File: src/rtl/mux_stream_pkg.sv
// Shared constants and helpers for the N-to-1 streaming multiplexer.
package mux_stream_pkg;

   localparam logic MODE_FIXED = 1'b0;
   localparam logic MODE_RR    = 1'b1;

   function automatic int clog2(input int n);
      int r;
      r = 0;
      for (int i = 0; i < 32; i++)
         if ((1 << r) < n) r++;
      return r;
   endfunction

endpackage

File: src/rtl/mux_nt1_stream_rr_pick.sv
// Rotating-priority encoder: first set req bit at or after base, wrapping mod N.
module rr_pick #(
   parameter int N     = 16,
   parameter int SEL_W = 4
) (
   input  logic [N-1:0]     req,
   input  logic [SEL_W-1:0] base,
   output logic [SEL_W-1:0] gnt_idx,
   output logic             gnt_any
);

   logic [2*N-1:0]   dbl;
   logic [N-1:0]     rot;
   logic [SEL_W-1:0] off;
   logic [SEL_W:0]   sum;

   // rot[0] is req[base]; doubling the vector makes the wrap free
   assign dbl = {req, req};
   assign rot = N'(dbl >> base);

   always_comb begin
      gnt_any = 1'b0;
      off     = '0;
      for (int i = N-1; i >= 0; i--) begin
         if (rot[i]) begin
            gnt_any = 1'b1;
            off     = SEL_W'(i);
         end
      end
   end

   assign sum     = {1'b0, base} + {1'b0, off};
   assign gnt_idx = (sum >= (SEL_W+1)'(N)) ? SEL_W'(sum - (SEL_W+1)'(N)) : sum[SEL_W-1:0];

endmodule

File: src/rtl/mux_nt1_stream.sv
// N-to-1 valid/ready multiplexer with fixed or round-robin selection and a
// single registered output stage.
module mux_nt1_stream
   import mux_stream_pkg::*;
#(
   parameter int WIDTH = 32,
   parameter int N     = 16,
   parameter int SEL_W = 4,
   parameter int CNT_W = 32
) (
   input  logic               clk,
   input  logic               rst,
   input  logic [N*WIDTH-1:0] in_data,
   input  logic [N-1:0]       in_valid,
   output logic [N-1:0]       in_ready,
   input  logic               mode,
   input  logic [SEL_W-1:0]   sel,
   output logic [WIDTH-1:0]   out_data,
   output logic               out_valid,
   input  logic               out_ready,
   output logic [SEL_W-1:0]   out_sel,
   output logic [CNT_W-1:0]   xfer_cnt
);

   if (SEL_W != clog2(N)) begin : g_sel_w_chk
      $error("mux_nt1_stream: SEL_W must equal clog2(N)");
   end

   logic             load_en;
   logic             sel_ok;
   logic             chosen_any;
   logic             xfer;
   logic [SEL_W-1:0] chosen;
   logic [SEL_W-1:0] rr_ptr;
   logic [SEL_W-1:0] rr_idx;
   logic             rr_any;
   logic [SEL_W-1:0] rr_next;
   logic [SEL_W:0]   chosen_p1;
   logic [WIDTH-1:0] chosen_data;

   rr_pick #(.N(N), .SEL_W(SEL_W)) u_rr_pick (
      .req     (in_valid),
      .base    (rr_ptr),
      .gnt_idx (rr_idx),
      .gnt_any (rr_any)
   );

   // when N fills the select space every sel value is a real channel
   if (N == (1 << SEL_W)) begin : g_sel_full
      assign sel_ok = 1'b1;
   end else begin : g_sel_part
      assign sel_ok = (sel < SEL_W'(N));
   end

   always_comb begin
      chosen     = sel;
      chosen_any = sel_ok;
      if (mode == MODE_RR) begin
         chosen     = rr_idx;
         chosen_any = rr_any;
      end
   end

   assign load_en = !out_valid | out_ready;

   always_comb begin
      in_ready    = '0;
      chosen_data = '0;
      xfer        = 1'b0;
      for (int k = 0; k < N; k++) begin
         if (chosen_any && (chosen == SEL_W'(k))) begin
            in_ready[k] = load_en;
            chosen_data = in_data[k*WIDTH +: WIDTH];
            xfer        = load_en & in_valid[k];
         end
      end
   end

   assign chosen_p1 = {1'b0, chosen} + (SEL_W+1)'(1);
   assign rr_next   = (chosen_p1 == (SEL_W+1)'(N)) ? '0 : chosen_p1[SEL_W-1:0];

   always_ff @(posedge clk or posedge rst) begin
      if (rst) begin
         out_valid <= 1'b0;
         out_data  <= '0;
         out_sel   <= '0;
         xfer_cnt  <= '0;
         rr_ptr    <= '0;
      end else begin
         if (xfer) begin
            out_data  <= chosen_data;
            out_sel   <= chosen;
            out_valid <= 1'b1;
            xfer_cnt  <= xfer_cnt + CNT_W'(1);
            // fixed-mode traffic leaves the rotation point alone
            if (mode == MODE_RR) rr_ptr <= rr_next;
         end else if (out_ready) begin
            out_valid <= 1'b0;
         end
      end
   end

endmodule

File: config.mk
export PLATFORM = sky130hd
export DESIGN_NAME = mux_nt1_stream
export DESIGN_NICKNAME = d
export VERILOG_FILES = /design/src/rtl/mux_stream_pkg.sv /design/src/rtl/mux_nt1_stream_rr_pick.sv /design/src/rtl/mux_nt1_stream.sv
export SDC_FILE = /design/constraint.sdc
export NUM_CORES = 1
export LEC_CHECK = 0
export ABC_AREA = 0
export ABC_CLOCK_PERIOD_IN_PS = 8290
export CAP_MARGIN = 20
export CELL_PAD_IN_SITES_DETAIL_PLACEMENT = 0
export CELL_PAD_IN_SITES_GLOBAL_PLACEMENT = 2
export CORE_AREA = 2 2 240 242
export CTS_CLUSTER_SIZE = 8
export DETAILED_ROUTE_END_ITERATION = 10
export DIE_AREA = 0 0 242 244
export MAX_ROUTING_LAYER = met4
export PLACE_DENSITY = 0.76
export SYNTH_ARGS = -nofsm -noshare
export SYNTH_HDL_FRONTEND = slang
export SYNTH_HIERARCHICAL = 1
export SYNTH_SLANG_ARGS = --single-unit
export TNS_END_PERCENT = 50
File: constraint.sdc
create_clock -name clk -period 8.29 [get_ports clk]
set_input_delay 1.658 -clock clk [delete_from_list [all_inputs] [get_ports clk]]
set_output_delay 1.658 -clock clk [all_outputs]
set_load 0.02 [all_outputs]
# Word level (Yosys, flattened, before mapping)
# Index checks and enable logic that the tools add are counted.
[op_classes]
add_sub_neg = 4
magnitude_cmp = 1
n_eq_ne = 16
n_shift = 1
muxes = 86
n_bitwise = 17
n_reduce_logical = 20
[op_table]
columns = ["operator", "count"]
rows = [
  ["32-bit two-way mux", 16],
  ["4-bit two-way mux", 19],
  ["1-bit two-way mux", 51],
  ["32-bit by 1-bit adder with 32-bit output (second input constant)", 1],
  ["4-bit equality test (second input constant)", 8],
  ["32-bit by 4-bit right shift with 16-bit output", 1],
  ["1-bit bitwise AND", 16],
  ["4-bit by 3-bit equality test with 1-bit output (second input constant)", 4],
  ["1-bit logical AND", 16],
  ["4-bit by 2-bit equality test with 1-bit output (second input constant)", 2],
  ["4-bit by 1-bit adder with 5-bit output (second input constant)", 1],
  ["4-bit by 4-bit adder with 5-bit output", 1],
  ["5-bit equality test (second input constant)", 1],
  ["5-bit greater-or-equal comparator (second input constant)", 1],
  ["4-bit by 1-bit equality test with 1-bit output (second input constant)", 1],
  ["4-bit zero test", 1],
  ["4-bit by 1-bit subtractor with 4-bit output (second input constant)", 1],
  ["2-bit AND reduction", 1],
  ["2-bit nonzero test", 1],
  ["1-bit zero test", 1],
  ["1-bit bitwise OR", 1],
]
[word_totals]
regBits = 73
input_bits = 536
output_inout_bits = 85
elab_cells = 150

# Longest topological paths before layout
[logic_depth]
depth_word = 40
ltp_mapped = 24
ltp_nobuf = 18

# Modules after synthesis
# The synthesis kept the hierarchy.
[by_module_without_submodules]
columns = ["module", "n_inst", "cells_per_inst", "area_per_inst_um2", "seq_area_each_um2"]
rows = [
  ["mux_nt1_stream", 1, 1110, 8147.8, 1826.8],
  ["rr_pick", 1, 129, 1320.0, 0.0],
]

# Worst setup path after synthesis
# Ideal clock, no wire load.
[synth_path]
path_kind = "input to output"
from = "input in_valid[12]"
to = "output in_ready[0]"
arrival_time_ns = 5.842
required_time_ns = 6.632
slack_ns = 0.790
cell_stages = 15
path_buffers = 3
path_cell_list = "mux4_1 > mux2_2 > mux2i_4 > and2_1 > o2111ai_1 > a41o_1 > ha_1 > fa_1 > mux2i_1 > ha_1 > clkbuf_1 > buf_1 > clkbuf_1 > nand2_1 > nor3_1"
[synth_via]
elab_chain_cells = 24
elab_cells_between_ends = 42
classes_between = "2 x add/sub; 1 x order compare; 1 x shift; 36 x mux; 2 x reduce/logical"
[synth_lines]
columns = ["item", "line_no", "source"]
rows = [
  ["start: declaration", "mux_nt1_stream.sv:14", "input logic [N-1:0] in_valid,"],
  ["32-bit by 4-bit right shift with 16-bit output *", "mux_nt1_stream_rr_pick.sv:19", "assign rot = N'(dbl >> base);"],
  ["4-bit two-way mux (15 in series)", "mux_nt1_stream_rr_pick.sv:25", "if (rot[i]) begin"],
  ["4-bit two-way mux *", "mux_nt1_stream_rr_pick.sv:25", ""],
  ["4-bit by 4-bit adder with 5-bit output *", "mux_nt1_stream_rr_pick.sv:32", "assign sum = {1'b0, base} + {1'b0, off};"],
  ["4-bit by 1-bit subtractor with 4-bit output / 5-bit greater-or-equal comparator (equally long branches)", "mux_nt1_stream_rr_pick.sv:33", "assign gnt_idx = (sum >= (SEL_W+1)'(N)) ? SEL_W'(sum - (SEL_W+1)'(N)) : sum[SEL_W-1:0];"],
  ["4-bit two-way mux *", "mux_nt1_stream_rr_pick.sv:33", ""],
  ["via rr_idx[1]", "mux_nt1_stream.sv:35", "logic [SEL_W-1:0] rr_idx;"],
  ["4-bit two-way mux *", "mux_nt1_stream.sv:58", "if (mode == MODE_RR) begin"],
  ["4-bit zero test *", "mux_nt1_stream.sv:71", "if (chosen_any && (chosen == SEL_W'(k))) begin"],
  ["1-bit logical AND *", "mux_nt1_stream.sv:71", ""],
  ["1-bit two-way mux *", "mux_nt1_stream.sv:71", ""],
  ["end: declaration", "mux_nt1_stream.sv:15", "output logic [N-1:0] in_ready,"],
]
# Mark *: on every way through the listed nets, which the timed path passes. The rest lies on a longest branch.

# Final worst setup path
[layout_path]
from = "input in_valid[4]"
to = "register out_data[1]"
[layout_via]
elab_chain_cells = 39
elab_cells_between_ends = 104
classes_between = "2 x add/sub; 1 x order compare; 15 x eq/ne; 1 x shift; 67 x mux; 1 x bitwise; 17 x reduce/logical"
[layout_lines]
columns = ["item", "line_no", "source"]
rows = [
  ["32-bit by 4-bit right shift with 16-bit output *", "mux_nt1_stream_rr_pick.sv:19", ""],
  ["4-bit two-way mux (15 in series)", "mux_nt1_stream_rr_pick.sv:25", ""],
  ["4-bit two-way mux *", "mux_nt1_stream_rr_pick.sv:25", ""],
  ["4-bit by 4-bit adder with 5-bit output *", "mux_nt1_stream_rr_pick.sv:32", ""],
  ["4-bit by 1-bit subtractor with 4-bit output / 5-bit greater-or-equal comparator (equally long branches)", "mux_nt1_stream_rr_pick.sv:33", ""],
  ["4-bit two-way mux *", "mux_nt1_stream_rr_pick.sv:33", ""],
  ["via rr_idx[1]", "mux_nt1_stream.sv:35", ""],
  ["4-bit two-way mux *", "mux_nt1_stream.sv:58", ""],
  ["4-bit zero test", "mux_nt1_stream.sv:71", ""],
  ["1-bit logical AND", "mux_nt1_stream.sv:71", ""],
  ["32-bit two-way mux / 1-bit two-way mux (equally long branches) (16 in series)", "mux_nt1_stream.sv:71", ""],
  ["end signal: assignment", "mux_nt1_stream.sv:91", "out_data <= chosen_data;"],
  ["end: declaration", "mux_nt1_stream.sv:18", "output logic [WIDTH-1:0] out_data,"],
]
# Marks and branches as above.
# A chain may end at the register's enable or synchronous reset.

==> run_results.csv <==
group,metric,value,unit
critical_path,endpoint,"out_data[1]",
critical_path,worstSetupPathDepth,22,
outcome,status,"completed",
placement,place_area,17200,µm²
detailed_routing,via_per_inst,5.24,
yosys,postSynth.asyncResetShare,1.00,
yosys,synth_seq_area_share,0.193,
yosys,synth_ff_type,"dfrtp_1",
clock_tree,clock-sinks,73,
critical_path,setup.worst_path.end_class,"flop",
timing,totalNegativeSetupSlack,0,ns
floorplanning,ioPinCount,621,
final_layout,area_growth_syn_to_layout,85.0,%
final_layout,final_area,17500,µm²
run,cap_viol_max_count,0,
critical_path,worstPathBufferInverterCount,7,
min_path,hold_path_origin,"xfer_cnt[31]",
critical_path,worst-endpoint-arrival,8.30,ns
critical_path,worstReg2RegEnd,"out_data[1]",
floorplanning,core_area,56200,µm²
global_routing,first_global_vias,14300,
timing,number_of_max_slew_violations_in_the_final_report,0,
critical_path,worstPathCellList,"clkdlybuf4s50_1 > mux4_1 > mux2_2 > mux2i_1 > and2_1 > o2111ai_1 > a41o_1 > ha_1 > fa_1 > mux2i_1 > buf_4 > ha_2 > buf_12 > inv_1 > buf_4 > a211oi_4 > buf_4 > a2111o_1 > a211oi_1 > buf_4 > a2111oi_0 > o2bb2ai_1",
final_layout,nets,2420,
timing,finalCritPeriodShare,0.976,
global_routing,initial_antenna_violation_count,25,
detailed_routing,drt_pass1_iterations,6,
critical_path,critPathLaunch,"in_valid[4]",
yosys,synth_top_area_cell,"dfrtp_1",
placement,gpl.final_weighted_congestion,0.948,
critical_path,worst_path_most_repeated_cell,"buf_4",
power_and_ir_drop,vdd_drop_max,0.309,mV
timing,report.final.hold_viol_count,0,
floorplanning,dieHeight,244,µm
floorplanning,fp.dieW,242,µm
clock_tree,maximum_buffer_depth_of_the_clock_tree,2,
detailed_routing,vias,13900,
yosys,post_synth_num_cell_types,88,
timing,number_of_failing_setup_endpoints_in_the_final_timing_report,0,
yosys,post_synth_inst_count,1239,
timing,worstMarginPinSlew,1.06,ns
yosys,syn_area_per_cell,7.64,µm²
critical_path,cpPeakStageDelay,0.92,ns
detailed_routing,route.final.wire_length,83.9,mm
timing,skew,0.00766,ns
yosys,synth_edf_count,0,
placement,dpl.hpwl,70.9,mm
yosys,synth.cells.most_frequent,"nand2_1 (153), o21ai_0 (89), nor2_1 (84)",
critical_path,crit_path_top_delay_cell,"a2111oi_0",
clock_tree,clk_root_buffer_cell,"clkbuf_16",
yosys,synth-warning-count,6,
floorplanning,die_area,59000,µm²
floorplanning,fp-row-count,87,
clock_tree,htree_levels,3,
detailed_routing,drt_iter0_drc,1194,
critical_path,start_kind,"primary input",
critical_path,worstReg2RegStart,"rr_ptr[1]",
final_layout,utilization,0.312,
global_routing,grt.overflow.total,0,
clock_tree,cts-buffers-inserted,9,
timing,finalWorstPathRequiredPeriod,8.09,ns
global_routing,grt_util_all_layers,0.281,
detailed_routing,postRouteAntennaNets,0,
placement,placement.io_buffers,620,
yosys,synth_most_common_cell,"nand2_1",
min_path,min_path_type,"flop to flop",
power_and_ir_drop,p_per_area,562,nW/µm²
timing,holdWs,0.475,ns
floorplanning,initial_core_util,0.169,
global_routing,grt_start_max_net_pins,68,
yosys,synth_top_area_frac,0.193,
final_layout,drive_above_1_share,0.112,
clock_tree,clock_latency,0.35,ns
detailed_routing,drcViolationCount,0,
timing,max-slew-margin-rel,0.274,
clock_tree,cts.reportedPaths.clkPinSlew,0.07,ns
global_routing,grt_first_pass_wirelength,114,mm
critical_path,setup.worst_path.class,"primary input to flop",
critical_path,worst_setup_slack_for_register_to_register_paths,0.95,ns
clock_tree,tritoncts_clock_tree,"built",
critical_path,worst_r2r_path_depth,21,
final_layout,final.fill_count,6193,
yosys,cells_taking_the_most_area_after_synthesis,"dfrtp_1 (19%), nand2_1 (6.1%), o21ai_0 (4.7%), o22ai_1 (3.8%), mux4_1 (3.6%)",
critical_path,crit_family,"compound AO/OA/AOI/OAI gates",
timing,clock.fmax,0.124,GHz
yosys,syn_area,9470,µm²
timing,rsz0062_at_grt,"false",
yosys,synthesis.nets,1784,
critical_path,worst-endpoint-required,8.49,ns
power_and_ir_drop,power.leakage,0.00649,µW
detailed_routing,wire_per_inst,31.6,µm
critical_path,max_fo_critical_path,67,
yosys,synth.ff_latch_count,73,
[state kept, by name, indices dropped and copies added, names as in the netlist]
signal     count
out_data      32
out_sel        4
out_valid      1
rr_ptr         4
xfer_cnt      32
[per-stage QoR]
step / setup WS [ns] / instances / total power, µW
after floorplan: 0.790 / 1239 / 5110
after global placement: -0.108 / 2619 / 9440
after detailed placement: -0.126 / 2619 / 9410
after CTS: 0.206 / 2635 / 9850
after global routing: 0.0284 / 2653 / 10400
final: 0.196 / 2653 / 9840
[timing repair]
item / CTS / global route
setup endpoints to repair: 0 / 2
resized for setup: 0 / 2
hold buffers: 0 / 0
buffers inserted: 0 / 0
[final cells by class]
type | instances | area (µm²) | share of cell area
inverter | 12 | 46.3 | 0.00264
multi-input combinational | 1042 | 7170 | 0.409
clock buffer | 9 | 225 | 0.0129
tap | 756 | 946 | 0.0540
sequential | 73 | 1830 | 0.104
clock inverter | 7 | 61.3 | 0.00350
antenna | 17 | 42.5 | 0.00243
timing repair buffer | 737 | 7200 | 0.411
[placed cells by master (no fill, tap or decap), types with 17 or more instances in the layout]
cell type	netlist	layout
clkdlybuf4s50_1	0	605
dfrtp_1	73	73
o221ai_1	36	36
a31oi_1	21	21
mux2i_1	19	19
o211ai_1	22	22
nor2_1	84	81
xnor2_1	31	31
a22oi_1	21	21
a21oi_1	65	65
nand4_1	25	25
o21ai_0	89	89
nand2_1	153	153
o22ai_1	57	57
diode_2	0	17
a211oi_1	31	27
nand3_1	47	47
nor3_1	29	29
buf_4	4	118
[report_power, final]
part           internal (µW)  total, µW  switching, µW  leakage [µW]
combinational           3330       8790           5460       0.00541
sequential               500        656            156      0.000947
clock                    208        395            187      0.000135
[per-layer routing]
metal | track usage | part of all wire | vias up
li1 | - | - | 6237
met1 | 0.337 | 0.41 | 6967
met2 | 0.491 | 0.50 | 624
met3 | 0.0459 | 0.059 | 69
met4 | 0.0694 | 0.025 | 0
met5 | - | 0 | -
[worst min path at each step]
stage / cells after the start / end / slack (ns)
2_1_floorplan: 1 / rr_ptr[3] / 0.55
3_3_place_gp: 2 / out_data[17] / 0.46
3_5_place_dp: 1 / out_data[26] / 0.47
4_1_cts: 1 / xfer_cnt[31] / 0.48
5_1_grt: 1 / out_data[26] / 0.51
6_report: 1 / xfer_cnt[31] / 0.47
[kinds of logic after synthesis]
kind of cell	after synthesis	synth area share
and+or+nand+nor	424	0.217
buffers and inverters	124	0.0581
muxes	56	0.0934
DFF	73	0.193
AOI/OAI and AO/OA	517	0.393
xor gates and xnor gates	36	0.0333
adders and majority gates	9	0.0127
Power figures use the tool's default switching activity.
